### src/rtl/m_spi_xfer_sequencer.sv
// m_spi_xfer_sequencer
//   Upstream feeder for m_spi_control. Outgoing words are buffered in a TX
//   FIFO. Each word is launched as one SPI transfer: start pulses for one
//   cycle, and o_data is held stable. When is_sending falls, the received
//   word (i_data) is collected into an RX FIFO. A transfer that stalls in
//   WAIT_BUSY or WAIT_DONE for TIMEOUT cycles is aborted and flagged.
//
// Ports
//   I_CLK, I_RESETN    clock, asynchronous active-low reset
//   s_valid/s_ready/s_data    TX stream from user logic (s_ready = TX not full)
//   m_valid/m_ready/m_data    RX stream to user logic (m_data = RX FIFO head)
//   start, o_data             launch pulse and word to m_spi_control
//   i_data, is_sending        received word and in-progress flag from m_spi_control
//   busy                      FSM not in IDLE
//   xfer_count                completed transfers (wraps)
//   err_timeout, err_clr      sticky timeout flag and its clear (set wins)
module m_spi_xfer_sequencer #(
  parameter int DATA_WIDTH = 32,
  parameter int FIFO_AW    = 2,
  parameter int TIMEOUT    = 4096,
  parameter int CNT_W      = 16
) (
  input  logic                  I_CLK,
  input  logic                  I_RESETN,
  input  logic                  s_valid,
  output logic                  s_ready,
  input  logic [DATA_WIDTH-1:0] s_data,
  output logic                  m_valid,
  input  logic                  m_ready,
  output logic [DATA_WIDTH-1:0] m_data,
  output logic                  start,
  output logic [DATA_WIDTH-1:0] o_data,
  input  logic [DATA_WIDTH-1:0] i_data,
  input  logic                  is_sending,
  output logic                  busy,
  output logic [CNT_W-1:0]      xfer_count,
  output logic                  err_timeout,
  input  logic                  err_clr
);

  localparam int DEPTH = 1 << FIFO_AW;
  localparam int TMR_W = (TIMEOUT > 2) ? $clog2(TIMEOUT) : 1;
  localparam logic [TMR_W-1:0] TMR_LAST = TMR_W'(TIMEOUT - 1);

  localparam logic [1:0] ST_IDLE      = 2'd0;
  localparam logic [1:0] ST_WAIT_BUSY = 2'd1;
  localparam logic [1:0] ST_WAIT_DONE = 2'd2;

  logic [DATA_WIDTH-1:0] r_tx_mem [DEPTH];
  logic [DATA_WIDTH-1:0] r_rx_mem [DEPTH];
  logic [FIFO_AW:0]      r_tx_wr, r_tx_rd, r_rx_wr, r_rx_rd;
  logic [1:0]            r_state;
  logic [TMR_W-1:0]      r_timer;

  logic w_tx_empty, w_tx_full, w_rx_empty, w_rx_full;
  logic w_tx_push, w_rx_push, w_rx_pop, w_launch, w_tmr_expired;

  // Pointers carry one extra wrap bit: equal means empty, MSB-only
  // difference means full.
  assign w_tx_empty = (r_tx_wr == r_tx_rd);
  assign w_tx_full  = (r_tx_wr[FIFO_AW] != r_tx_rd[FIFO_AW]) &&
                      (r_tx_wr[FIFO_AW-1:0] == r_tx_rd[FIFO_AW-1:0]);
  assign w_rx_empty = (r_rx_wr == r_rx_rd);
  assign w_rx_full  = (r_rx_wr[FIFO_AW] != r_rx_rd[FIFO_AW]) &&
                      (r_rx_wr[FIFO_AW-1:0] == r_rx_rd[FIFO_AW-1:0]);

  // s_ready depends only on registered occupancy. Therefore a pop by the FSM
  // in the same cycle does not open the slot until the following cycle.
  assign s_ready   = ~w_tx_full;
  assign m_valid   = ~w_rx_empty;
  assign m_data    = r_rx_mem[r_rx_rd[FIFO_AW-1:0]];

  assign w_tx_push = s_valid & ~w_tx_full;
  assign w_rx_pop  = ~w_rx_empty & m_ready;
  // Launching only with RX space reserves the slot for the response. Only one
  // transfer is ever in flight, so the RX push below can never overflow.
  assign w_launch  = (r_state == ST_IDLE) & ~w_tx_empty & ~w_rx_full;
  assign w_rx_push = (r_state == ST_WAIT_DONE) & ~is_sending;
  assign w_tmr_expired = (r_timer == TMR_LAST);

  always_ff @(posedge I_CLK) begin
    if (w_tx_push) r_tx_mem[r_tx_wr[FIFO_AW-1:0]] <= s_data;
    if (w_rx_push) r_rx_mem[r_rx_wr[FIFO_AW-1:0]] <= i_data;
  end

  always_ff @(posedge I_CLK or negedge I_RESETN) begin
    if (!I_RESETN) begin
      r_tx_wr <= '0;
      r_tx_rd <= '0;
      r_rx_wr <= '0;
      r_rx_rd <= '0;
    end else begin
      if (w_tx_push) r_tx_wr <= r_tx_wr + 1'b1;
      if (w_launch)  r_tx_rd <= r_tx_rd + 1'b1;
      if (w_rx_push) r_rx_wr <= r_rx_wr + 1'b1;
      if (w_rx_pop)  r_rx_rd <= r_rx_rd + 1'b1;
    end
  end

  always_ff @(posedge I_CLK or negedge I_RESETN) begin
    if (!I_RESETN) begin
      r_state     <= ST_IDLE;
      r_timer     <= '0;
      start       <= 1'b0;
      o_data      <= '0;
      busy        <= 1'b0;
      xfer_count  <= '0;
      err_timeout <= 1'b0;
    end else begin
      start <= 1'b0;
      // The clear comes first, so a timeout in the same cycle overrides it.
      if (err_clr) err_timeout <= 1'b0;
      case (r_state)
        ST_IDLE: begin
          if (w_launch) begin
            o_data  <= r_tx_mem[r_tx_rd[FIFO_AW-1:0]];
            start   <= 1'b1;
            busy    <= 1'b1;
            r_timer <= '0;
            r_state <= ST_WAIT_BUSY;
          end
        end
        ST_WAIT_BUSY: begin
          if (is_sending) begin
            r_timer <= '0;
            r_state <= ST_WAIT_DONE;
          end else if (w_tmr_expired) begin
            err_timeout <= 1'b1;
            busy        <= 1'b0;
            r_state     <= ST_IDLE;
          end else begin
            r_timer <= r_timer + 1'b1;
          end
        end
        ST_WAIT_DONE: begin
          if (!is_sending) begin
            xfer_count <= xfer_count + 1'b1;
            busy       <= 1'b0;
            r_state    <= ST_IDLE;
          end else if (w_tmr_expired) begin
            // The aborted word is dropped: it is not pushed to RX and not retried.
            err_timeout <= 1'b1;
            busy        <= 1'b0;
            r_state     <= ST_IDLE;
          end else begin
            r_timer <= r_timer + 1'b1;
          end
        end
        default: begin
          busy    <= 1'b0;
          r_state <= ST_IDLE;
        end
      endcase
    end
  end

endmodule

### config.mk
export PLATFORM = sky130hd
export DESIGN_NAME = m_spi_xfer_sequencer
export DESIGN_NICKNAME = d
export VERILOG_FILES = /design/src/rtl/m_spi_xfer_sequencer.sv
export SDC_FILE = /design/constraint.sdc
export NUM_CORES = 1
export LEC_CHECK = 0
export ABC_AREA = 1
export BUFFER_PORTS_ARGS = -buffer_cell sky130_fd_sc_hd__buf_2
export CAP_MARGIN = 5
export CORE_MARGIN = 2
export CORE_UTILIZATION = 50
export DETAILED_ROUTE_END_ITERATION = 6
export PLACE_DENSITY = 0.7
export SYNTH_ARGS = -nofsm -noshare
export SYNTH_HDL_FRONTEND = slang
export SYNTH_SLANG_ARGS = --single-unit
### constraint.sdc
create_clock -name I_CLK -period 5.1 [get_ports I_CLK]
set_input_delay 0.51 -clock I_CLK [delete_from_list [all_inputs] [get_ports I_CLK]]
set_output_delay 0.51 -clock I_CLK [all_outputs]
set_load 0.005 [all_outputs]
=== Yosys cells after proc, flatten, opt, wreduce, memory -nomap -nowiden ===
Memories as Yosys holds them, arrays and structs flattened. A register that Yosys moved wholly into a read port is not among the register bits.
Cells that the tools add are included.

* Register bits after elaboration: 45
* Bits in writable memories: 256
* Output and inout port bits: 85
* Logic and storage cells: 75
* Memories kept: 2

{| class="wikitable"
|+ Memories
! name !! depth !! width !! rd ports !! clocked after memory_dff !! write ports !! line !! RTL
|-
| r_rx_mem || 4 || 32 || 1 || 0 || 1 || 50 || <nowiki>logic [DATA_WIDTH-1:0] r_rx_mem [DEPTH];</nowiki>
|-
| r_tx_mem || 4 || 32 || 1 || 1 || 1 || 49 || <nowiki>logic [DATA_WIDTH-1:0] r_tx_mem [DEPTH];</nowiki>
|}

* $add $sub $neg: 6
* Equal/unequal tests: 12
* Mux-type cells: 26
* Bitwise gates (word level): 10
* Reductions and logical operators: 9

{| class="wikitable"
|+ Operator list
! operator !! count
|-
| 2-to-1 mux 12 bit || 4
|-
| case mux 12 bit (3 select lines) || 1
|-
| adder 16 x 1 -> 16 bit, second input constant || 1
|-
| 2-to-1 mux 1 bit || 14
|-
| adder 12 x 1 -> 12 bit, second input constant || 1
|-
| adder 3 x 1 -> 3 bit, second input constant || 4
|-
| equality test 12 bit, second input constant || 1
|-
| 2-to-1 mux 2 bit || 4
|-
| equality test 3 bit || 2
|-
| inequality test 2 bit, second input constant || 3
|-
| case mux 2 bit (3 select lines) || 1
|-
| AND reduction 2 bit || 3
|-
| AND 1 bit || 5
|-
| NOT 1 bit || 5
|-
| equality test 2 bit || 2
|-
| case mux 1 bit (3 select lines) || 1
|-
| AND reduction 3 bit || 1
|-
| nonzero test 3 bit || 1
|-
| equality test 2 x 1 -> 1 bit, second input constant || 1
|-
| equality test 2 bit, second input constant || 1
|-
| logical AND 1 bit || 2
|-
| zero test 2 bit || 1
|-
| inequality test 1 bit || 2
|-
| case mux 1 bit (2 select lines) || 1
|-
| zero test 1 bit || 1
|}

=== Longest topological paths before layout ===
* Depth in word-level cells: 6
* Gate-level depth with buffers: 14
* Depth with buffers taken out: 13

=== Worst setup path before layout ===
Ideal clock, no wire load.

* Kind: register to register
* From: register r_tx_rd[0]
* To: memory r_tx_mem[0][0], enable pin
* Arrival time: 2.336 ns
* Required time: 4.679 ns
* Slack: 2.343 ns
* Cell stages (with the launch flop): 6
* Buffers on the path: 1
* Cells stage by stage: dfrtp_1 -> buf_6 -> xnor2_2 -> nand3b_1 -> nand2_1 -> nor2_1

* Cells in the longest elaborated chain, start to end: 6

{| class="wikitable"
|+ Ends and longest elaborated chain
! item !! line !! RTL
|-
| start, declared || 51 || <nowiki>logic [FIFO_AW:0] r_tx_wr, r_tx_rd, r_rx_wr, r_rx_rd;</nowiki>
|-
| start signal, assigned || 94 || <nowiki>if (w_launch) r_tx_rd <= r_tx_rd + 1'b1;</nowiki>
|-
| equality test 2 bit || 62 || <nowiki>(r_tx_wr[FIFO_AW-1:0] == r_tx_rd[FIFO_AW-1:0]);</nowiki>
|-
| logical AND 1 bit || 61 || <nowiki>assign w_tx_full = (r_tx_wr[FIFO_AW] != r_tx_rd[FIFO_AW]) &&</nowiki>
|-
| NOT 1 bit || -- ||
|-
| net s_ready || 26 || <nowiki>output logic s_ready,</nowiki>
|-
| AND 1 bit || 73 || <nowiki>assign w_tx_push = s_valid & ~w_tx_full;</nowiki>
|-
| 2-to-1 mux 1 bit || 82 || <nowiki>if (w_tx_push) r_tx_mem[r_tx_wr[FIFO_AW-1:0]] <= s_data;</nowiki>
|-
| 2-to-1 mux 1 bit (not written as such) || 82 ||
|-
| end, declared || 49 ||
|}

The timed path passes the listed nets, and every way through them passes these cells.

=== Worst setup path in the final report ===
* From: register r_rx_rd[1]
* To: output m_data[19]

* Cells in the longest elaborated chain, start to end: 1

{| class="wikitable"
|+ Ends and longest elaborated chain
! item !! line !! RTL
|-
| start, declared || 51 ||
|-
| start signal, assigned || 96 || <nowiki>if (w_rx_pop) r_rx_rd <= r_rx_rd + 1'b1;</nowiki>
|-
| memory (4 x 32 bit) || -- ||
|-
| end, declared || 30 || <nowiki>output logic [DATA_WIDTH-1:0] m_data,</nowiki>
|}

Every way passes these cells.

==> reports/metrics.yaml <==
crit_path_max_incr_delay_ns: 0.76
cts_setup_buffers: 0
start_kind: "flip-flop"
io_buffers: 154
power_density_mw_per_mm2: 577
htreeDepth: 2
pin_count: 155
drive_gt1_share_pct: 20.8
gp_congestion: 0.764
fp-row-count: 59
area_delta_synth_final_pct: 16.8
outcome: "completed"
relSlewSlack_pct: 24.2
die_w_um: 168
drcViolationCount: 0
clock.fmax_ghz: 0.341
synth-seq-cells: 333
initial_core_util_pct: 51.2
via_per_inst: 5.28
cts_buffers: 34
dp_hpwl_mm: 15.5
vias: 8513
netlist_area_mm2: 0.0134
critPathCaptureType: "output pin"
grt_pass1_wl_mm: 43.0
cp_slowest_cell: "inv_1"
wl_mm: 26.9
cts_hold_buf: 0
cts_tree: "yes"
grt_use_total_pct: 19.3
synth_nets: 1185
fin_ws_ns: 2.17
fin_crit_sh_pct: 57.5
ys_warn_count: 0
cts.root.buffer_cell: "clkbuf_16"
yosysUniqueCellTypes: 38
setup_viol_count_final: 0
p_leak_nw: 6.28
grt_overflow: 0
tns_ns: 0
clock_latency_ns: 0.52
p_total_mw: 9.03
clk_pin_slew_worst_paths_ns: 0.06
worstPathRequired_ns: 4.59
synthCells: 1099
hp-class: "in -> async"
maxCapViolCount: 0
drt_iter0_drc: 718
final_cell_mix: "256 x edfxtp_1, 195 x nand2_1, 153 x buf_2, 143 x nor2_1, 135 x o21ai_0"
numClockSinks: 333
worstSetupPathType: "reg -> out"
skew_ns: 0.0261
timing.final.crit_period_ns: 2.93
chipHeight_um: 168
postSynthAreaPerCell_um2: 12.2
final_common_cell: "edfxtp_1"
rsz0062_at_grt: "no"
grt_pass1_vias: 8307
cpLargestDelayFamily: "buffers and inverters"
nets: 1335
tightestPinTransition_ns: 1.14
report.final.slew_viol_count: 0
first_pass_iters: 5
cp_cell_sequence: "inv_1 -> o21ai_0 -> o22ai_1 -> buf_2"
wl_per_cell_um: 16.7
dieArea_mm2: 0.0281
irDropWorstVdd_v: 0.000420
grt_max_degree: 78
core-area_mm2: 0.0262
drtAntennaViolNets: 0
clockBufferDepth: 3
crit_arrival_ns: 2.42
antenna_found_initial: 4
path_buf_inv: 2
cts-resized-gates: 0
hold_viol: 0
yosysSeqAreaShare_pct: 71.7
pre_cts_slack_ns: 2.37
cp_max_fo: 33
[worst reg2reg max path: cells and delay by family, from the launching register on]
family	cells	cell delay (ns)
DFF	1	0.34
and+or+nand+nor	3	0.66
xor gates and xnor gates	2	0.30
buffers and inverters	2	1.23
[metal layers]
layer | up-vias | global-route usage (%) | routed length, µm
met4 | 4 | 6.31 | 542
met1 | 4073 | 24.8 | 11300
li1 | 4157 | - | -
met3 | 48 | 4.94 | 1850
met2 | 231 | 32.4 | 13200
met5 | - | 0 | 27
[registers in the layout, indices dropped and copies added, names as in the netlist]
| register | count |
|---|---|
| r_rx_mem | 128 |
| r_tx_mem | 128 |
| o_data | 32 |
| xfer_count | 16 |
| r_timer | 12 |
| r_rx_rd | 3 |
| r_rx_wr | 3 |
| r_tx_rd | 3 |
| r_tx_wr | 3 |
| r_state | 2 |
| busy | 1 |
| err_timeout | 1 |
| start | 1 |
[worst paths after layout]
kind                            start  slack [ns]  cells after the start              to
max reg2reg                r_tx_rd[0]        2.46                      7      r_tx_rd[2]
max                        r_rx_rd[1]        2.17                      4      m_data[19]
max in group asynchronous    I_RESETN        4.20                      1      r_tx_rd[0]
min reg2reg                o_data[12]        0.47                      2      o_data[12]
min in group I_CLK          i_data[6]        0.20                      1  r_rx_mem[2][6]
min                          I_RESETN        0.16                      1     err_timeout
[cell families after synthesis]
logic type,count (synthesis),share of synthesized area (%)
buf+inv,99,3.18
flops,333,71.7
simple gates,412,13.1
compound gates,213,8.67
xor+xnor,26,1.81
fa+ha+maj,16,1.49
[stage by stage]
stage	utilization, %	hold WS (ns)	area, µm²	instances
4_1_cts	59.7	0.186	15700	1610
5_1_grt	59.8	0.187	15700	1611
6_report	59.8	0.156	15700	1612
3_3_place_gp	55.2	0.459	14500	1548
2_1_floorplan	-	0.214	13400	1099
3_5_place_dp	55.2	0.461	14500	1548
[synth_stat cells (all sizes together)]
cell / n / area, µm²
edfxtp: 256 / 7690
nand2: 202 / 791
nor2: 160 / 664
o21ai: 139 / 696
dfrtp: 77 / 1930
o22ai: 65 / 407
inv: 47 / 179
clkbuf: 38 / 143
nand3: 33 / 193
ha: 16 / 200
xor2: 16 / 148
buf: 14 / 105
xnor2: 10 / 95.1
nand4: 7 / 43.8
nor3: 5 / 36.3
a21oi: 4 / 20.0
nand3b: 3 / 22.5
a31oi: 2 / 12.5
a21boi: 1 / 11.3
and2: 1 / 6.26
o21bai: 1 / 7.51
o32ai: 1 / 8.76
or2: 1 / 6.26
[power by group]
| part | switching [mW] | internal, mW | total (mW) |
|---|---|---|---|
| combinational | 1.87 | 0.922 | 2.79 |
| clock | 1.01 | 1.55 | 2.56 |
| sequential | 0.215 | 3.46 | 3.68 |
[final cells by class]
cell class                 instances  area, µm²
antenna                            2       5.00
clock buffer                      40        915
clock inverter                    22        273
fill                            2024      10500
inverter                          47        179
multi-input combinational        667       3390
sequential                       333       9620
tap                              335        419
timing repair buffer             166        863
Note: power is estimated with default switching activity, not from simulation.
